**config.mk**
```make
export PLATFORM = sky130hd
export DESIGN_NAME = reorder_buffer
export DESIGN_NICKNAME = d
export VERILOG_FILES = /design/src/rtl/reorder_buffer_pkg.sv /design/src/rtl/reorder_buffer_op_class.sv /design/src/rtl/reorder_buffer.sv
export SDC_FILE = /design/constraint.sdc
export NUM_CORES = 2
export LEC_CHECK = 0
export CORE_ASPECT_RATIO = 0.6
export CORE_MARGIN = 2
export CORE_UTILIZATION = 47
export DETAILED_ROUTE_END_ITERATION = 8
export PLACE_DENSITY = 0.66
export SETUP_SLACK_MARGIN = 0.1
export SYNTH_ARGS = -nofsm -noshare
export SYNTH_HDL_FRONTEND = slang
export SYNTH_SLANG_ARGS = --single-unit
```
**constraint.sdc**
```tcl
create_clock -name clk -period 42.3 [get_ports clk]
set_input_delay 6.345 -clock clk [delete_from_list [all_inputs] [get_ports clk]]
set_output_delay 6.345 -clock clk [all_outputs]
set_load 0.02 [all_outputs]
```
**src/rtl/reorder_buffer_pkg.sv**
```systemverilog
`default_nettype none
// ============================================================================
// Module  : reorder_buffer_pkg
// Purpose : Opcode encoding and op-class helpers shared by the reorder buffer,
//           the decoder and the register file.
// Contents: INST_OP_WIDTH, inst_op_t, OP_* opcode constants,
//           op_is_branch / op_is_store / op_has_rd / op_is_ctrl helpers.
// Revision: 1.0 - initial release
// ============================================================================
package reorder_buffer_pkg;

  localparam int INST_OP_WIDTH = 6;

  typedef logic [INST_OP_WIDTH-1:0] inst_op_t;

  // Each op class is a contiguous code range so that class membership is a
  // cheap range compare.
  localparam inst_op_t OP_NOP   = 6'd0;
  localparam inst_op_t OP_LUI   = 6'd1;
  localparam inst_op_t OP_AUIPC = 6'd2;
  localparam inst_op_t OP_JAL   = 6'd3;
  localparam inst_op_t OP_JALR  = 6'd4;
  localparam inst_op_t OP_BEQ   = 6'd5;
  localparam inst_op_t OP_BNE   = 6'd6;
  localparam inst_op_t OP_BLT   = 6'd7;
  localparam inst_op_t OP_BGE   = 6'd8;
  localparam inst_op_t OP_BLTU  = 6'd9;
  localparam inst_op_t OP_BGEU  = 6'd10;
  localparam inst_op_t OP_LB    = 6'd11;
  localparam inst_op_t OP_LH    = 6'd12;
  localparam inst_op_t OP_LW    = 6'd13;
  localparam inst_op_t OP_LBU   = 6'd14;
  localparam inst_op_t OP_LHU   = 6'd15;
  localparam inst_op_t OP_SB    = 6'd16;
  localparam inst_op_t OP_SH    = 6'd17;
  localparam inst_op_t OP_SW    = 6'd18;
  localparam inst_op_t OP_ADDI  = 6'd19;
  localparam inst_op_t OP_ADD   = 6'd28;

  function automatic logic op_is_branch(input inst_op_t op);
    return (op >= OP_BEQ) && (op <= OP_BGEU);
  endfunction

  function automatic logic op_is_store(input inst_op_t op);
    return (op >= OP_SB) && (op <= OP_SW);
  endfunction

  // Branches and stores never write an architectural register.
  function automatic logic op_has_rd(input inst_op_t op);
    return !(op_is_branch(op) || op_is_store(op));
  endfunction

  // Ops whose resolved next PC must be checked against the prediction.
  function automatic logic op_is_ctrl(input inst_op_t op);
    return op_is_branch(op) || (op == OP_JAL) || (op == OP_JALR);
  endfunction

endpackage
`default_nettype wire

```
**src/rtl/reorder_buffer_op_class.sv**
```systemverilog
`default_nettype none
// ============================================================================
// Module  : reorder_buffer_op_class
// Purpose : Combinational opcode classifier used at allocation time.
// Ports   : op      in  opcode
//           has_rd  out op writes a destination register
//           is_ctrl out op is a branch/jump (checked for mispredict)
// Revision: 1.0 - initial release
// ============================================================================
module reorder_buffer_op_class
  import reorder_buffer_pkg::*;
(
  input  inst_op_t op,
  output logic     has_rd,
  output logic     is_ctrl
);

  assign has_rd  = op_has_rd(op);
  assign is_ctrl = op_is_ctrl(op);

endmodule
`default_nettype wire

```
**src/rtl/reorder_buffer.sv**
```systemverilog
`default_nettype none
// ============================================================================
// Module  : reorder_buffer
// Purpose : Circular in-order commit queue. Entries are allocated at dispatch,
//           completed by ALU/LSB writeback, retired in order to the register
//           file; mispredicted control ops raise a one-cycle global flush.
// Ports   : clk/rst/rdy/stall         clock, async reset, global enable, stall
//           dec_*                     allocation request and operand queries
//           alu_* / lsb_*             writeback ports
//           rob_full                  no free entry (combinational)
//           rob_q1_* / rob_q2_*       operand query results (with bypass)
//           rob_rf_*                  registered commit to register file
//           rob_head_id / rob_tail_id head pointer / next allocation id
//           rob_flush / rob_flush_pc  registered flush pulse and redirect PC
// Revision: 1.0 - initial release
// ============================================================================
module reorder_buffer
  import reorder_buffer_pkg::*;
#(
  parameter int ROB_SIZE_WIDTH = 3,
  parameter int XLEN           = 32,
  parameter int REG_CNT_WIDTH  = 5
) (
  input  logic                      clk,
  input  logic                      rst,
  input  logic                      rdy,
  input  logic                      stall,
  input  logic                      dec_ready,
  input  inst_op_t                  dec_op,
  input  logic [REG_CNT_WIDTH-1:0]  dec_rd,
  input  logic [XLEN-1:0]           dec_pred_pc,
  input  logic [XLEN-1:0]           dec_pc,
  input  logic [ROB_SIZE_WIDTH-1:0] dec_qid1,
  input  logic [ROB_SIZE_WIDTH-1:0] dec_qid2,
  input  logic                      alu_ready,
  input  logic [ROB_SIZE_WIDTH-1:0] alu_rob_id,
  input  logic [XLEN-1:0]           alu_val,
  input  logic [XLEN-1:0]           alu_next_pc,
  input  logic                      lsb_ready,
  input  logic [ROB_SIZE_WIDTH-1:0] lsb_rob_id,
  input  logic [XLEN-1:0]           lsb_val,
  output logic                      rob_full,
  output logic                      rob_q1_ready,
  output logic [XLEN-1:0]           rob_q1_val,
  output logic                      rob_q2_ready,
  output logic [XLEN-1:0]           rob_q2_val,
  output logic                      rob_rf_enable,
  output logic [REG_CNT_WIDTH-1:0]  rob_rf_rd,
  output logic [XLEN-1:0]           rob_rf_val,
  output logic [ROB_SIZE_WIDTH-1:0] rob_head_id,
  output logic [ROB_SIZE_WIDTH-1:0] rob_tail_id,
  output logic                      rob_flush,
  output logic [XLEN-1:0]           rob_flush_pc
);

  localparam int ROB_SIZE = 1 << ROB_SIZE_WIDTH;
  localparam logic [ROB_SIZE_WIDTH:0] FULL_COUNT = {1'b1, {ROB_SIZE_WIDTH{1'b0}}};

  logic [ROB_SIZE-1:0]      ent_valid;
  logic [ROB_SIZE-1:0]      ent_ready;
  logic [ROB_SIZE-1:0]      ent_ctrl;
  logic [REG_CNT_WIDTH-1:0] ent_rd      [ROB_SIZE];
  logic [XLEN-1:0]          ent_val     [ROB_SIZE];
  logic [XLEN-1:0]          ent_pred_pc [ROB_SIZE];
  logic [XLEN-1:0]          ent_next_pc [ROB_SIZE];

  logic [ROB_SIZE_WIDTH-1:0] head;
  logic [ROB_SIZE_WIDTH-1:0] tail;
  logic [ROB_SIZE_WIDTH:0]   count;      // one extra bit separates full from empty
  logic                      flush_pending;
  logic [XLEN-1:0]           flush_target;

  logic dec_has_rd;
  logic dec_is_ctrl;
  logic alloc_fire;
  logic commit_fire;
  logic commit_mispredict;

  // The instruction PC is carried on the dispatch bus but not needed here.
  logic unused_dec_pc;
  assign unused_dec_pc = ^dec_pc;

  reorder_buffer_op_class u_op_class (
    .op      (dec_op),
    .has_rd  (dec_has_rd),
    .is_ctrl (dec_is_ctrl)
  );

  assign rob_full    = (count == FULL_COUNT);
  assign rob_head_id = head;
  assign rob_tail_id = tail;

  assign alloc_fire  = rdy && dec_ready && !stall && !rob_full && !flush_pending;
  // ent_ready is a register, so a writeback commits no earlier than the next edge.
  assign commit_fire = rdy && !flush_pending && ent_valid[head] && ent_ready[head];
  assign commit_mispredict = ent_ctrl[head] && (ent_next_pc[head] != ent_pred_pc[head]);

  always_ff @(posedge clk or posedge rst) begin
    if (rst) begin
      ent_valid     <= '0;
      ent_ready     <= '0;
      ent_ctrl      <= '0;
      for (int i = 0; i < ROB_SIZE; i++) begin
        ent_rd[i]      <= '0;
        ent_val[i]     <= '0;
        ent_pred_pc[i] <= '0;
        ent_next_pc[i] <= '0;
      end
      head          <= '0;
      tail          <= '0;
      count         <= '0;
      flush_pending <= 1'b0;
      flush_target  <= '0;
      rob_rf_enable <= 1'b0;
      rob_rf_rd     <= '0;
      rob_rf_val    <= '0;
      rob_flush     <= 1'b0;
      rob_flush_pc  <= '0;
    end else if (rdy) begin
      rob_rf_enable <= 1'b0;
      rob_flush     <= 1'b0;
      if (flush_pending) begin
        // Flush cycle: everything younger than the mispredict is discarded.
        rob_flush     <= 1'b1;
        rob_flush_pc  <= flush_target;
        ent_valid     <= '0;
        ent_ready     <= '0;
        head          <= '0;
        tail          <= '0;
        count         <= '0;
        flush_pending <= 1'b0;
      end else begin
        if (alu_ready && ent_valid[alu_rob_id]) begin
          ent_val[alu_rob_id]     <= alu_val;
          ent_next_pc[alu_rob_id] <= alu_next_pc;
          ent_ready[alu_rob_id]   <= 1'b1;
        end
        if (lsb_ready && ent_valid[lsb_rob_id]) begin
          ent_val[lsb_rob_id]   <= lsb_val;
          ent_ready[lsb_rob_id] <= 1'b1;
        end
        if (commit_fire) begin
          rob_rf_enable   <= 1'b1;
          rob_rf_rd       <= ent_rd[head];
          rob_rf_val      <= ent_val[head];
          ent_valid[head] <= 1'b0;
          ent_ready[head] <= 1'b0;
          head            <= head + 1'b1;
          if (commit_mispredict) begin
            flush_pending <= 1'b1;
            flush_target  <= ent_next_pc[head];
          end
        end
        // Tail entry is invalid before this edge, so a same-cycle writeback to
        // it was already ignored above.
        if (alloc_fire) begin
          ent_valid[tail]   <= 1'b1;
          ent_ready[tail]   <= 1'b0;
          ent_ctrl[tail]    <= dec_is_ctrl;
          ent_rd[tail]      <= dec_has_rd ? dec_rd : '0;
          ent_pred_pc[tail] <= dec_pred_pc;
          tail              <= tail + 1'b1;
        end
        case ({alloc_fire, commit_fire})
          2'b10:   count <= count + 1'b1;
          2'b01:   count <= count - 1'b1;
          default: count <= count;
        endcase
      end
    end
  end

  // Operand queries: registered ready state, bypassed from this cycle's writebacks.
  always_comb begin
    rob_q1_ready = ent_ready[dec_qid1];
    rob_q1_val   = ent_val[dec_qid1];
    if (lsb_ready && (lsb_rob_id == dec_qid1)) begin
      rob_q1_ready = 1'b1;
      rob_q1_val   = lsb_val;
    end
    if (alu_ready && (alu_rob_id == dec_qid1)) begin
      rob_q1_ready = 1'b1;
      rob_q1_val   = alu_val;
    end
    rob_q2_ready = ent_ready[dec_qid2];
    rob_q2_val   = ent_val[dec_qid2];
    if (lsb_ready && (lsb_rob_id == dec_qid2)) begin
      rob_q2_ready = 1'b1;
      rob_q2_val   = lsb_val;
    end
    if (alu_ready && (alu_rob_id == dec_qid2)) begin
      rob_q2_ready = 1'b1;
      rob_q2_val   = alu_val;
    end
  end

`ifdef REORDER_BUFFER_PROTOCOL_CHECKS
  always @(posedge clk) begin
    if (!rst && rdy) begin
      assert (!(dec_ready && !stall && rob_full))
        else $error("reorder_buffer: dec_ready asserted while full");
      assert (!(alu_ready && lsb_ready && (alu_rob_id == lsb_rob_id)))
        else $error("reorder_buffer: ALU and LSB wrote the same entry");
    end
  end
`endif

endmodule
`default_nettype wire

```
==> summary.md <==
| Metric | Value |
|---|---|
| Post-DRT Antenna Nets | 0 |
| Core area | 102800 sq um |
| Cell with the most instances after synthesis | dfrtp_1 |
| CTS tree | done |
| Total power | 4.103 mW |
| Max clock buf depth | 3 |
| Distinct cells, synth | 63 |
| Max cap viols | 0 |
| Post-route clock skew | 20.42 ps |
| NumNets Final | 4678 |
| Hold_buf cts | 0 |
| Worst Setup End Kind | primary output |
| Die X-Extent | 419.9 um |
| Combinational power share | 0.407 |
| WL/cell | 29.35 um |
| Die Y | 253.5 um |
| Yosys reg bits | 946 |
| Clk slew on worst S/H paths | 60 ps |
| Final setup vio count | 0 |
| Number of remaining DRC errors | 0 |
| Routability cong. | 0.8643 |
| Post-synth EDFFs | 0 |
| FF-to-FF setup slack | 36610 ps |
| Worst skew pair latency | 700 ps |
| Largest cells by area after synthesis | dfrtp_1 49%, mux2_2 11%, mux4_2 9.8%, nand2_1 4.5%, o22ai_1 3.4% |
| DP Cell Count | 5785 |
| Fin util | 0.5446 |
| Setup TNS | 0 ps |
| Detailed placement HPWL | 100800 um |
| Sink Count | 946 |
| Post-route cell area | 55990 sq um |
| RR Startpoint | rob_head_id[0] |
| Crit path DAT | 9610 ps |
| First drt pass iteration count | 7 |
| Grt total ovfl | 0 |
| Worst setup path class | in2out |
| Port buffer count | 301 |
| R2R depth | 11 |
| Max_slew headroom | 0.2002 |
| Pwr/cell area | 73.27 nW/um^2 |
| Area share of the largest cell type after synthesis | 0.4853 |
| Via density | 6.564 |
| Layout cells sized above 1 | 0.2261 |
| Final Cycle Share | 0.3773 |
| Die area | 106500 sq um |
| Seq pwr share | 0.382 |
| HP Start | ent_pred_pc[51] |
| Vias in the first global route | 38540 |
| Largest net degree at the start of global routing | 172 |
| Max VDD drop | 0.00005225 V |
| Syn. warnings | 0 |
| Async S/R FF share, synth | 1.000 |
| Cell-internal power | 2.539 mW |
| Top_reg_cell synth | dfrtp_1 |
| Top post-synthesis cells by count | 946 x dfrtp_1, 585 x nand2_1, 493 x mux2_2, 328 x nor2_1, 313 x a21oi_1 |
| Tmin final | 15960 ps |
| Hold Path Sink | ent_pred_pc[51] |
| Post_cts resized | 0 |
| Number of buffers created by CTS | 92 |
| Placed instance area | 52850 sq um |
| Vias | 39120 |
| Setup Buffers After CTS | 0 |
| Fmax achieved | 62.67 MHz |
| Hold depth | 2 |
| Synth area leader | dfrtp_1 |
| Gate Count Post-Synth | 4416 |
| Syn Nets | 4610 |
| Rows | 91 |
| Worst hold path type | reg2reg |
| Worst Path Max Fanout | 36 |
| DR iter-0 viols | 5027 |
| Area of the mapped netlist | 48780 sq um |
| Worst reg2reg path endpoint | flush_target[28] |
| Area grow syn2layout | 14.80% |
| Initial antenna violation count | 16 |
| Critical path required time | 35950 ps |
| Syn_area_per_cell | 11.05 sq um |
| I/O pin cnt | 334 |
| H-tree lvl count | 3 |
| Clock Tree Root | clkbuf_16 |
| Layout filler cell count | 8725 |
| Clock Power Share | 0.211 |
| Leak Pwr | 23.86 nW |
| Max-slew violation count | 0 |
| Sequential area share after synthesis | 0.4853 |
| Pre-CTS setup slack | 26400 ps |
| Final hold vios | 0 |
| Non-filler instance count after layout | 5959 |
| NetSw | 1.564 mW |
| DRT Wirelength | 174900 um |
| Starting Density | 0.4744 |
| Setup slack after layout | 26340 ps |
| Net Sw Frac | 0.3811 |
| Startpoint Class | input port |
| Worst-Margin Slew | 1200 ps |
| All-Layer GR Usage | 0.3276 |
| RSZ-0062 raised after global routing | false |
| Outcome | complete, no violations |
| First-pass GRT wire length | 258200 um |
| WHS | 475.6 ps |
## area by class of cell
type | instances | area (sq um) | area share
inverters | 25 | 101.3 | 0.001810
diodes | 8 | 20.02 | 0.0003575
clock inverters | 28 | 370.4 | 0.006614
clock buffers | 138 | 2756 | 0.04923
flip-flops and latches | 946 | 23680 | 0.4230
well taps | 1395 | 1745 | 0.03117
repair buffers | 397 | 3764 | 0.06722
multi-input cells | 3022 | 23550 | 0.4206
## registers in the layout, indices dropped and copies added (netlist names)
signal and cells:
ent_ready 8, count 4, ent_next_pc 256, rob_flush_pc 32, ent_valid 8, ent_ctrl 8
rob_rf_val 32, rob_tail_id 3, flush_pending 1, flush_target 32, rob_rf_rd 5, ent_val 256
rob_rf_enable 1, ent_rd 40, ent_pred_pc 256, rob_head_id 3, rob_flush 1
## per-layer routing
layer	share of wire	GRT usage	vias to the layer above
li1	-	-	16320
met1	0.41	0.4772	19770
met2	0.40	0.4450	2511
met3	0.14	0.1255	508
met4	0.038	0.1072	12
met5	0.00074	0.003207	-
## cell usage in the layout, fill, tap and decap left out, types with 19 or more instances in the layout
master             n
dfrtp_1          943
nand2_1          572
mux2_2           493
nor2_1           322
a21oi_1          306
clkdlybuf4s50_1  295
o22ai_1          264
o21ai_0          214
mux4_2           213
mux2i_1          124
buf_4             96
clkbuf_16         93
a221oi_1          82
a22o_1            61
xnor2_1           52
a31oi_1           36
clkbuf_8          26
xor2_1            23
inv_1             20
nand3_1           19
clkbuf_1          19
## power by group through the flow
stage               registers (mW)  clock network, mW  logic [mW]
floorplan                     1.51                  0        1.09
global placement              1.55                  0        1.60
detailed placement            1.57                  0        1.63
CTS                           1.56              0.872        1.64
global route                  1.61              0.907        1.79
finish                        1.57              0.865        1.67
## critical path, cell delays in order
cell and delay, ps:
buf_4 600, buf_4 710, mux4_2 600, mux2i_1 150, nand2_1 60, o21ai_0 250
o21ai_0 210, clkdlybuf4s50_1 600
## how the worst max path moves through the flow
stage,start,end,cells past startpoint
global placement,dec_qid1[0],rob_q1_val[25],8
floorplan,rst,count[0],1
detailed placement,dec_qid1[0],rob_q1_val[25],8
finish,dec_qid1[0],rob_q1_val[25],8
CTS,dec_qid1[0],rob_q1_val[25],8
global route,dec_qid1[0],rob_q1_val[25],8
## logic make-up (layout without fill, tap and decap cells)
| family | after synthesis | in the layout | synth area share |
|---|---|---|---|
| simple gates | 1023 | 1023 | 0.08401 |
| xor+xnor | 75 | 75 | 0.01347 |
| fa+ha+maj | 4 | 4 | 0.001026 |
| compound gates | 1072 | 1072 | 0.1362 |
| other cells | 0 | 8 | 0 |
| buf+inv | 448 | 588 | 0.03681 |
| mux | 848 | 848 | 0.2432 |
| flops | 946 | 946 | 0.4853 |
(Power assumes the default switching activity.)
